## src/rtl/rv_pkg.sv

```systemverilog
// Decode-stage types shared by the decoder, the decode controller and the bench.
//   opcode_e   : RV32I base opcodes this stage recognises
//   alu_op_e   : ALU / M-extension operation select
//   IMM_*/WB_*/A_* : immediate format, writeback source, ALU operand A source
//   dec_ctrl_t : one decoded instruction as handed to EX
//   alu_fn     : funct3 (+ alternate bit) -> base ALU op
package rv_pkg;
  localparam int PC_W = 32;

  typedef enum logic [6:0] {
    OPC_LUI    = 7'b0110111,
    OPC_AUIPC  = 7'b0010111,
    OPC_JAL    = 7'b1101111,
    OPC_JALR   = 7'b1100111,
    OPC_BRANCH = 7'b1100011,
    OPC_LOAD   = 7'b0000011,
    OPC_STORE  = 7'b0100011,
    OPC_IMM    = 7'b0010011,
    OPC_OP     = 7'b0110011
  } opcode_e;

  typedef enum logic [4:0] {
    ALU_ADD = 5'd0,  ALU_SUB = 5'd1,  ALU_SLT = 5'd2,  ALU_SLTU = 5'd3,
    ALU_XOR = 5'd4,  ALU_OR  = 5'd5,  ALU_AND = 5'd6,  ALU_SLL  = 5'd7,
    ALU_SRL = 5'd8,  ALU_SRA = 5'd9,
    ALU_MUL = 5'd10, ALU_MULH = 5'd11, ALU_MULHSU = 5'd12, ALU_MULHU = 5'd13,
    ALU_DIV = 5'd14, ALU_DIVU = 5'd15, ALU_REM = 5'd16, ALU_REMU = 5'd17
  } alu_op_e;

  localparam logic [2:0] IMM_I = 3'd0, IMM_S = 3'd1, IMM_B = 3'd2, IMM_J = 3'd3, IMM_U = 3'd4;
  localparam logic [1:0] WB_MEM = 2'd0, WB_ALU = 2'd1, WB_PC4 = 2'd2;
  localparam logic [1:0] A_RS1 = 2'd0, A_PC = 2'd1, A_ZERO = 2'd2;

  typedef struct packed {
    alu_op_e         alu_op;
    logic            reg_wen;
    logic [1:0]      alu_a_sel;
    logic            alu_b_sel;   // 1: immediate, 0: rs2
    logic [2:0]      imm_sel;
    logic [1:0]      wb_sel;
    logic            dmem_we;
    logic            is_branch;
    logic            is_jump;
    logic [2:0]      br_type;
    logic            br_un;
    logic            lsu_signed;
    logic [1:0]      lsu_size;
    logic [4:0]      rs1;
    logic [4:0]      rs2;
    logic [4:0]      rd;
    logic [PC_W-1:0] pc;
    logic            insn_vld;
  } dec_ctrl_t;

  function automatic alu_op_e alu_fn(input logic [2:0] f3, input logic alt);
    case (f3)
      3'd0:    alu_fn = alt ? ALU_SUB : ALU_ADD;
      3'd1:    alu_fn = ALU_SLL;
      3'd2:    alu_fn = ALU_SLT;
      3'd3:    alu_fn = ALU_SLTU;
      3'd4:    alu_fn = ALU_XOR;
      3'd5:    alu_fn = alt ? ALU_SRA : ALU_SRL;
      3'd6:    alu_fn = ALU_OR;
      default: alu_fn = ALU_AND;
    endcase
  endfunction
endpackage

```

## src/rtl/inst_decode_comb.sv

```systemverilog
// Combinational RV32I(+M) decoder.
//   inst : instruction word
//   pc   : PC of inst, copied into the decoded entry
//   dec  : decoded control; all-zero (insn_vld=0) for illegal encodings
// Register specifiers are filled in only for registers the instruction really
// reads/writes, so a hazard compare on rs1/rs2 never fires on immediate bits.
module inst_decode_comb
  import rv_pkg::*;
#(
  parameter bit EN_MEXT = 1'b1
) (
  input  logic [31:0]     inst,
  input  logic [PC_W-1:0] pc,
  output dec_ctrl_t       dec
);
  logic [2:0] f3;
  logic [6:0] f7;
  logic       legal;
  dec_ctrl_t  d;

  assign f3 = inst[14:12];
  assign f7 = inst[31:25];

  always_comb begin
    d     = '0;
    legal = 1'b1;
    case (inst[6:0])
      OPC_LUI: begin
        d.reg_wen = 1'b1; d.alu_a_sel = A_ZERO; d.alu_b_sel = 1'b1;
        d.imm_sel = IMM_U; d.wb_sel = WB_ALU; d.rd = inst[11:7];
      end
      OPC_AUIPC: begin
        d.reg_wen = 1'b1; d.alu_a_sel = A_PC; d.alu_b_sel = 1'b1;
        d.imm_sel = IMM_U; d.wb_sel = WB_ALU; d.rd = inst[11:7];
      end
      OPC_JAL: begin
        d.reg_wen = 1'b1; d.alu_a_sel = A_PC; d.alu_b_sel = 1'b1;
        d.imm_sel = IMM_J; d.wb_sel = WB_PC4; d.is_jump = 1'b1; d.rd = inst[11:7];
      end
      OPC_JALR: begin
        d.reg_wen = 1'b1; d.alu_a_sel = A_RS1; d.alu_b_sel = 1'b1;
        d.imm_sel = IMM_I; d.wb_sel = WB_PC4; d.is_jump = 1'b1;
        d.rs1 = inst[19:15]; d.rd = inst[11:7];
      end
      OPC_BRANCH: begin
        // ALU forms the target (PC+imm); EX does the compare from br_type/br_un.
        d.alu_a_sel = A_PC; d.alu_b_sel = 1'b1; d.imm_sel = IMM_B;
        d.is_branch = 1'b1; d.br_type = f3; d.br_un = f3[1];
        d.rs1 = inst[19:15]; d.rs2 = inst[24:20];
      end
      OPC_LOAD: begin
        d.reg_wen = 1'b1; d.alu_b_sel = 1'b1; d.imm_sel = IMM_I; d.wb_sel = WB_MEM;
        d.lsu_signed = ~f3[2]; d.lsu_size = f3[1:0];
        d.rs1 = inst[19:15]; d.rd = inst[11:7];
      end
      OPC_STORE: begin
        d.dmem_we = 1'b1; d.alu_b_sel = 1'b1; d.imm_sel = IMM_S; d.lsu_size = f3[1:0];
        d.rs1 = inst[19:15]; d.rs2 = inst[24:20];
      end
      OPC_IMM: begin
        d.reg_wen = 1'b1; d.alu_b_sel = 1'b1; d.imm_sel = IMM_I; d.wb_sel = WB_ALU;
        d.alu_op = alu_fn(f3, (f3 == 3'd5) & inst[30]);
        d.rs1 = inst[19:15]; d.rd = inst[11:7];
      end
      OPC_OP: begin
        d.reg_wen = 1'b1; d.wb_sel = WB_ALU;
        d.rs1 = inst[19:15]; d.rs2 = inst[24:20]; d.rd = inst[11:7];
        if (f7 == 7'h01) begin
          if (EN_MEXT) d.alu_op = alu_op_e'(5'd10 + {2'b00, f3});
          else         legal = 1'b0;
        end else if (f7 == 7'h00) begin
          d.alu_op = alu_fn(f3, 1'b0);
        end else if (f7 == 7'h20 && (f3 == 3'd0 || f3 == 3'd5)) begin
          d.alu_op = alu_fn(f3, 1'b1);
        end else begin
          legal = 1'b0;
        end
      end
      default: legal = 1'b0;
    endcase
    if (legal) begin
      d.insn_vld = 1'b1;
      d.pc       = pc;
    end else begin
      d = '0;
    end
  end

  assign dec = d;
endmodule

```

## src/rtl/pipe_decode_ctrl.sv

```systemverilog
// Decode stage between IF and EX: decodes the offered instruction, stalls it on a
// load-use hazard, and queues the result in a small in-order output FIFO.
//   i_clk/i_reset            : clock, async active-low reset
//   i_inst_vld/o_inst_rdy    : IF handshake, i_inst/i_pc the offered instruction
//   i_flush                  : redirect, drops queued and incoming instructions
//   i_ex_load/i_ex_rd        : load currently in EX and its destination
//   o_dec_vld/i_dec_rdy/o_dec: EX handshake on the FIFO head
module pipe_decode_ctrl
  import rv_pkg::*;
#(
  parameter int XLEN      = 32,
  parameter int BUF_DEPTH = 2,
  parameter bit EN_MEXT   = 1'b1
) (
  input  logic            i_clk,
  input  logic            i_reset,
  input  logic            i_inst_vld,
  output logic            o_inst_rdy,
  input  logic [31:0]     i_inst,
  input  logic [XLEN-1:0] i_pc,
  input  logic            i_flush,
  input  logic            i_ex_load,
  input  logic [4:0]      i_ex_rd,
  output logic            o_dec_vld,
  input  logic            i_dec_rdy,
  output dec_ctrl_t       o_dec
);
  localparam int PTR_W = (BUF_DEPTH > 1) ? $clog2(BUF_DEPTH) : 1;
  localparam int CNT_W = $clog2(BUF_DEPTH + 1);

  typedef enum logic [1:0] {EMPTY, PARTIAL, FULL} occ_e;

  dec_ctrl_t        dec_in;
  dec_ctrl_t        mem [BUF_DEPTH];
  logic [PTR_W-1:0] wr_ptr, rd_ptr;
  logic [CNT_W-1:0] count, cnt_nxt;
  occ_e             occ;
  logic             hazard, push, pop;

  inst_decode_comb #(.EN_MEXT(EN_MEXT)) u_dec (
    .inst(i_inst),
    .pc  (PC_W'(i_pc)),
    .dec (dec_in)
  );

  // Decoder zeroes unused specifiers, so only real register reads can match.
  assign hazard = i_ex_load & (i_ex_rd != 5'd0) &
                  ((i_ex_rd == dec_in.rs1) | (i_ex_rd == dec_in.rs2));

  assign o_dec_vld  = (occ != EMPTY);
  assign pop        = o_dec_vld & i_dec_rdy;
  // Full FIFO still accepts when the head leaves the same cycle.
  assign o_inst_rdy = ((occ != FULL) | pop) & ~hazard & ~i_flush;
  assign push       = i_inst_vld & o_inst_rdy;
  assign o_dec      = mem[rd_ptr];

  always_comb begin
    cnt_nxt = count;
    if (push & ~pop)      cnt_nxt = count + 1'b1;
    else if (pop & ~push) cnt_nxt = count - 1'b1;
  end

  function automatic logic [PTR_W-1:0] ptr_inc(input logic [PTR_W-1:0] p);
    ptr_inc = (p == PTR_W'(BUF_DEPTH - 1)) ? '0 : p + 1'b1;
  endfunction

  always_ff @(posedge i_clk or negedge i_reset) begin
    if (!i_reset) begin
      count  <= '0;
      wr_ptr <= '0;
      rd_ptr <= '0;
      occ    <= EMPTY;
      for (int i = 0; i < BUF_DEPTH; i++) mem[i] <= '0;
    end else if (i_flush) begin
      count  <= '0;
      wr_ptr <= '0;
      rd_ptr <= '0;
      occ    <= EMPTY;
    end else begin
      if (push) begin
        mem[wr_ptr] <= dec_in;
        wr_ptr      <= ptr_inc(wr_ptr);
      end
      if (pop) rd_ptr <= ptr_inc(rd_ptr);
      count <= cnt_nxt;
      if (cnt_nxt == '0)                       occ <= EMPTY;
      else if (cnt_nxt == CNT_W'(BUF_DEPTH))   occ <= FULL;
      else                                     occ <= PARTIAL;
    end
  end
endmodule
```

## config.mk

```make
export PLATFORM = sky130hd
export DESIGN_NAME = pipe_decode_ctrl
export DESIGN_NICKNAME = d
export VERILOG_FILES = /design/src/rtl/rv_pkg.sv /design/src/rtl/inst_decode_comb.sv /design/src/rtl/pipe_decode_ctrl.sv
export SDC_FILE = /design/constraint.sdc
export NUM_CORES = 1
export LEC_CHECK = 0
export CORE_MARGIN = 2
export CORE_UTILIZATION = 40
export CTS_CLUSTER_DIAMETER = 30
export CTS_CLUSTER_SIZE = 10
export DETAILED_ROUTE_END_ITERATION = 10
export MAX_ROUTING_LAYER = met4
export PLACE_DENSITY_LB_ADDON = 0.3
export SYNTH_ARGS = -nofsm -noshare
export SYNTH_HDL_FRONTEND = slang
export SYNTH_SLANG_ARGS = --single-unit
```

## constraint.sdc

```tcl
create_clock -name i_clk -period 2.64 [get_ports i_clk]
set_clock_uncertainty 0.15 [all_clocks]
set_input_delay 0.264 -clock i_clk [delete_from_list [all_inputs] [get_ports i_clk]]
set_output_delay 0.264 -clock i_clk [all_outputs]
set_load 0.01 [all_outputs]
```

==> results_dict.tcl, run 1 <==
set metrics [dict create \
    via_per_inst 5.21 \
    yosys.area.top_type "dfrtp_1" \
    worstSetupEndpointType "flip-flop" \
    dp.final_hpwl_mm 14.4 \
    seqPwrFrac_pct 42.6 \
    path_cells "buf_6 > or4_4 > or2_4 > or4_4 > a21oi_4 > xnor2_2 > and4b_1 > buf_4 > or3_4 > buf_12 > buf_12 > buf_16 > mux2_4" \
    io_buffers 148 \
    synth_top_cell_area_share_pct 46.8 \
    ys_seq_area_share_pct 46.8 \
    cts_buffers 17 \
    synthAdderAreaFrac_pct 0.451 \
    cts_buffer_depth 2 \
    critPathArrivalTime_ns 3.34 \
    relSlewSlack_pct 57.6 \
    fp.dieW_um 143 \
    power.density_nw_per_um2 472 \
    muxShareOfSynthArea_pct 30.8 \
    die_h_um 143 \
    drt_wl_total_mm 22.7 \
    drv_slew 0 \
    maxCapViolCount 0 \
    final_antenna_net_count 0 \
    p_int_uw 4170 \
    finalSetupViolations 145 \
    async_reset_ff_share_pct 100 \
    core_um2 18900 \
    gp_congestion 0.906 \
    clkPwrFrac_pct 39.3 \
    cp_max_fo 8 \
    cts_num_sinks 145 \
    fp.dieArea_um2 20500 \
    fin_crit_ns 3.19 \
    first_pass_iters 5 \
    synth_ff_type "dfrtp_1" \
    antenna_found_initial 0 \
    n_antenna_cell 0 \
    comb_power_share_pct 18.1 \
    min_path_type "input pin to asynchronous set/reset pin" \
    cpPeakStageDelay_ns 0.52 \
    crit_path_start_kind "input pin" \
    grt_max_degree 65 \
    nets 974 \
    violations "setup timing" \
    first_iter_violations 350 \
    cts_tree "yes" \
    fill_cells 1449 \
    power.switching_uw 1410 \
    htreeDepth 4 \
    grt_pass1_vias 6602 \
    finalWorstSetupSlack_ns -0.550 \
    swShare_pct 25.3 \
    drcViolationCount 0 \
    syn2layout_area_growth_pct 52.5 \
    gr-total-overflow 0 \
    synth-xor-area-share_pct 1.02 \
    rsz0062_at_grt "yes" \
    rows 50 \
    pre_cts_slack_ns -1.17 \
    p_leak_uw 0.00569 \
    worstMarginPinSlew_ns 0.631 \
    io_pins 149 \
    layout-drive-gt1-share_pct 43.4 \
    path_class "input pin to flip-flop" \
    synth-warning-count 0 \
    root_buffer "clkbuf_16" \
    start_util_pct 41.1 \
    finalCritPeriodShare_pct 121 \
    hold_violations 0 \
    vdd_drop_max_mv 0.421 \
    avgSynthCellArea_um2 12.2 \
    synthesis.area_um2 7760 \
    wl_per_cell_um 19.4 \
    status "finished, violations left" \
    grt_pass1_wl_mm 36.3 \
    clkTransAtPathRegs_ns 0.06 \
    critPathSlowestCell "or4_4" \
    synth_simple_gate_area_share_pct 10.7 \
    fmax_ghz 0.314 \
    synth-seq-cells 145 \
    insertion_delay_ns 0.42 \
    synthTopCellsByArea "dfrtp_1 47%, mux2_2 18%, mux2_4 10%" \
    synth_nets 714 \
    synth-edff-count 0 \
    synth_top_family_by_area "multiplexers" \
    netlist_instances 637 \
    grt_usage_pct 23.6 \
    whs_ns 0.248 \
    vias 6089 \
    synth_cell_type_count 60 \
    cp.required_ns 2.79 \
    synth_compound_area_share_pct 6.50 \
]
[cell usage in the layout (no fill, tap or decap), drive strengths merged, types with 2 or more instances in the layout]
cell	instances
mux2	181
dfrtp	145
buf	136
clkdlybuf4s50	134
nor2b	39
o21ai	28
nand2	26
clkbuf	24
nor2	21
inv	20
o31ai	16
mux2i	15
and2	9
nand3	9
nor3	8
a21oi	8
nor4	7
dlygate4sd2	6
clkinv	5
a31oi	5
xnor2	5
nand2b	5
xor2	4
or2	4
o22ai	4
nor3b	3
clkdlybuf4s15	3
or4	3
a211o	2
a211oi	2
and4b	2
nand4	2
ha	2
or3	2
a21boi	2
nor4b	2
[final cells by class]
type / count / area [um^2] / share of cell area, %
multi-input combinational: 433 / 4320 / 36.5
tap: 260 / 325 / 2.75
clock buffer: 24 / 492 / 4.16
timing repair buffer: 280 / 2960 / 25.0
sequential: 145 / 3630 / 30.7
inverter: 20 / 75.1 / 0.634
clock inverter: 6 / 32.5 / 0.275
[critical path, delay by kind of cell]
family | cells | cell delay (ns)
mux | 1 | 0.30
compound gates | 1 | 0.18
buf+inv | 5 | 0.66
simple gates | 5 | 1.85
xor+xnor | 1 | 0.10
[cells in the mapped netlist, drive strengths merged (2+ instances only)]
library cell  instances
xor2                  4
mux2                181
nor3b                 3
buf                  18
xnor2                 5
dfrtp               145
a211o                 2
a21boi                2
ha                    2
o21ai                28
nand2                26
a31oi                 5
nor3                  8
a21oi                 8
nand3                 8
inv                  20
clkbuf               22
mux2i                15
nor2                 21
nand2b                5
and4b                 2
or4                   3
or2                   4
nor4                  7
o31ai                16
nor4b                 2
nand4                 2
nor2b                39
or3                   2
o22ai                 4
and2                  9
a211oi                2
[per-stage QoR]
step	utilization, %	std cells	power [uW]	setup TNS, ns	cell area, um^2
after floorplan	-	637	2830	-69.98	8090
after global routing	62.6	1168	5790	-65.45	11800
final	62.6	1168	5590	-58.76	11800
after detailed placement	54.3	1081	3250	-153.45	10300
after global placement	54.3	1081	3220	-138.55	10300
after CTS	62.6	1165	5620	-53.86	11800
[power groups by stage]
stage          Combinational (uW)  Sequential, uW  Clock [uW]
2_1_floorplan                 452            2380           0
3_3_place_gp                  813            2410           0
3_5_place_dp                  833            2410           0
4_1_cts                      1010            2380        2230
5_1_grt                      1080            2390        2320
6_report                     1010            2380        2200
[path summary, 6_finish.rpt]
path	start	to	slack, ns	cells past startpoint
worst min-delay path	i_reset	mem[2]	0.25	2
max in group asynchronous	i_reset	mem[143]	1.35	3
worst min register to register	mem[143]	mem[143]	0.35	2
worst max-delay path	i_inst[28]	mem[89]	-0.55	13
worst max register to register	occ[0]	mem[89]	0.21	8
min in group i_clk	i_inst[9]	mem[107]	0.27	3
[kinds of logic after synthesis]
kind of cell / after synthesis
and+or+nand+nor: 147
xor gates and xnor gates: 9
adders and majority gates: 3
muxes: 196
buffers and inverters: 60
DFF: 145
AOI/OAI and AO/OA: 77
[flip-flops by register name, summed over array words and instances (netlist names)]
register / flops
occ: 2
mem: 140
count: 1
wr_ptr: 1
rd_ptr: 1
[routing by layer]
| layer | global-route usage, % | routed length, um | share of wire (%) | up-vias |
|---|---|---|---|---|
| met5 | - | 0 | 0 | - |
| met2 | 36.8 | 10600 | 47 | 220 |
| met1 | 31.9 | 10400 | 46 | 3036 |
| met3 | 3.80 | 1200 | 5.3 | 32 |
| met4 | 7.22 | 387 | 1.7 | 0 |
| li1 | - | - | - | 2801 |
[repair_timing]
action,4_1_cts,5_1_grt
setup endpoints to repair,145,145
endpoints found under the hold margin,61,0
resized for setup,118,25
cloned,13,0
hold buffers,1,0
setup buffers,41,12
pin swaps,20,9
No activity file was read; power rests on OpenSTA's default activity.
==> run 2, diff against run 1 <==
- clock period: 2.64 -> 3.9 ns (I/O delays scaled with it)
==> run 2 against run 1 <==
The run now ends clean. Combinational power is 53% lower. Register-to-register slack improved by 1.5 ns. Critical path depth fell by 4. Power fell by 32%. Sequential power shrank 32%. First-iteration DRC count is 7.4% lower. Routed wire length down 16%. Final cell count fell by 8.6%.
==> results_dict.tcl, run 2 (synthesis gave the netlist of run 1 again) <==
set metrics [dict create \
    die_h_um 143 \
    setup_tns_ns 0 \
    finalCritPeriodShare_pct 93.0 \
    cp.required_ns 3.36 \
    vias 5580 \
    cp_max_fo 4 \
    clkTransAtPathRegs_ns 0.06 \
    fmax_ghz 0.276 \
    via_per_inst 5.22 \
    first_iter_violations 324 \
    first_pass_iters 4 \
    start_util_pct 41.1 \
    final_antenna_net_count 0 \
    vdd_drop_max_mv 0.299 \
    fp.dieW_um 143 \
    drt_wl_total_mm 19.0 \
    grt_pass1_vias 6090 \
    core_um2 18900 \
    power.density_nw_per_um2 370 \
    grt_max_degree 91 \
    min_path_type "flip-flop to flip-flop" \
    io_pins 149 \
    insertion_delay_ns 0.42 \
    gp_congestion 0.902 \
    use_met1_pct 26.1 \
    nets 872 \
    path_class "input pin to primary output" \
    dp.cells 1035 \
    grt_pass1_wl_mm 31.1 \
    finalSetupViolations 0 \
    grt_usage_pct 19.9 \
    globalRoute.busiestLayer "met2" \
    wl_per_cell_um 17.8 \
    cts_buffers 17 \
    drv_slew 0 \
    p_leak_uw 0.00480 \
    final_common_cell "clkdlybuf4s50_1" \
    syn2layout_area_growth_pct 32.5 \
    place_area_um2 9660 \
    n_antenna_cell 0 \
    largest_reg_flops 140 \
    use_met3_pct 3.03 \
    critPathArrivalTime_ns 3.09 \
    gr-usage-met2_pct 32.1 \
    top_register "mem" \
    io_buffers 148 \
    layout-drive-gt1-share_pct 31.7 \
    status "complete, no violations" \
    finalPower_uw 3800 \
    cts_setup_buffers 0 \
    final_area_um2 10300 \
    fin_crit_ns 3.63 \
    cts_buffer_depth 2 \
    fp.dieArea_um2 20500 \
    antenna_found_initial 0 \
    htreeDepth 4 \
    relSlewSlack_pct 29.5 \
    dp.final_hpwl_mm 12.9 \
    root_buffer "clkbuf_16" \
    maxCapViolCount 0 \
    biggestRegsByFlops "mem (140), occ (2)" \
    drcViolationCount 0 \
    worstMarginPinSlew_ns 1.06 \
    mostFrequentLayoutCells "146 x clkdlybuf4s50_1, 144 x dfrtp_1, 126 x mux2_2" \
    instances_no_fill 1068 \
    r2r_setup_slack_ns 1.75 \
    rows 50 \
    cts_tree "yes" \
    worstSetupEndpointType "primary output" \
    hold_violations 0 \
    rsz0062_at_grt "no" \
    pre_cts_slack_ns -0.00955 \
    cts_num_sinks 145 \
    finalWorstSetupSlack_ns 0.273 \
    gr-total-overflow 0 \
    crit_path_start_kind "input pin" \
]
[run 2: repair_timing]
action,4_1_cts,5_1_grt
resized for setup,1,0
hold buffers,1,0
hold endpoints to repair,88,0
setup endpoints to repair,1,0
[run 2: layout make-up]
cell class | instances | area [um^2]
clock buffer | 18 | 439
clock inverter | 14 | 178
fill | 1591 | 8610
inverter | 20 | 75.1
multi-input combinational | 432 | 3850
sequential | 145 | 3630
tap | 260 | 325
timing repair buffer | 179 | 1780
[run 2: critical path, stage by stage]
cell             delay, ns
clkdlybuf4s50_1       0.40
or4_4                 0.53
or2_4                 0.25
or4_4                 0.52
a21oi_4               0.20
xnor2_1               0.15
and4b_1               0.28
nor2_1                0.08
dlygate4sd2_1         0.29
[run 2: layer usage]
metal | up-vias | share of wire (%)
li1 | 2603 | -
met1 | 2783 | 46
met2 | 173 | 47
met3 | 21 | 5.0
met4 | 0 | 1.3
met5 | - | 0
[run 2: where the power goes]
| group | total [uW] | switching (uW) | internal, uW |
|---|---|---|---|
| Sequential | 1630 | 68.4 | 1560 |
| Combinational | 471 | 204 | 266 |
| Clock | 1700 | 668 | 1030 |
[run 2: path summary, 6_finish.rpt]
check | from | end | depth (start not counted)
setup reg to reg | occ[0] | mem[115] | 6
hold / removal | mem[66] | mem[66] | 1
max in group asynchronous | i_reset | mem[10] | 3
setup / recovery | i_inst[29] | o_inst_rdy | 9
min in group asynchronous | i_reset | mem[81] | 2
hold reg to reg | mem[66] | mem[66] | 1
[run 2: through the flow]
stage | hold slack [ns] | util [%]
5_1_grt | 0.369 | 54.4
3_3_place_gp | 0.331 | 51.1
3_5_place_dp | 0.337 | 51.1
6_report | 0.350 | 54.4
2_1_floorplan | -0.0556 | -
4_1_cts | 0.352 | 54.4
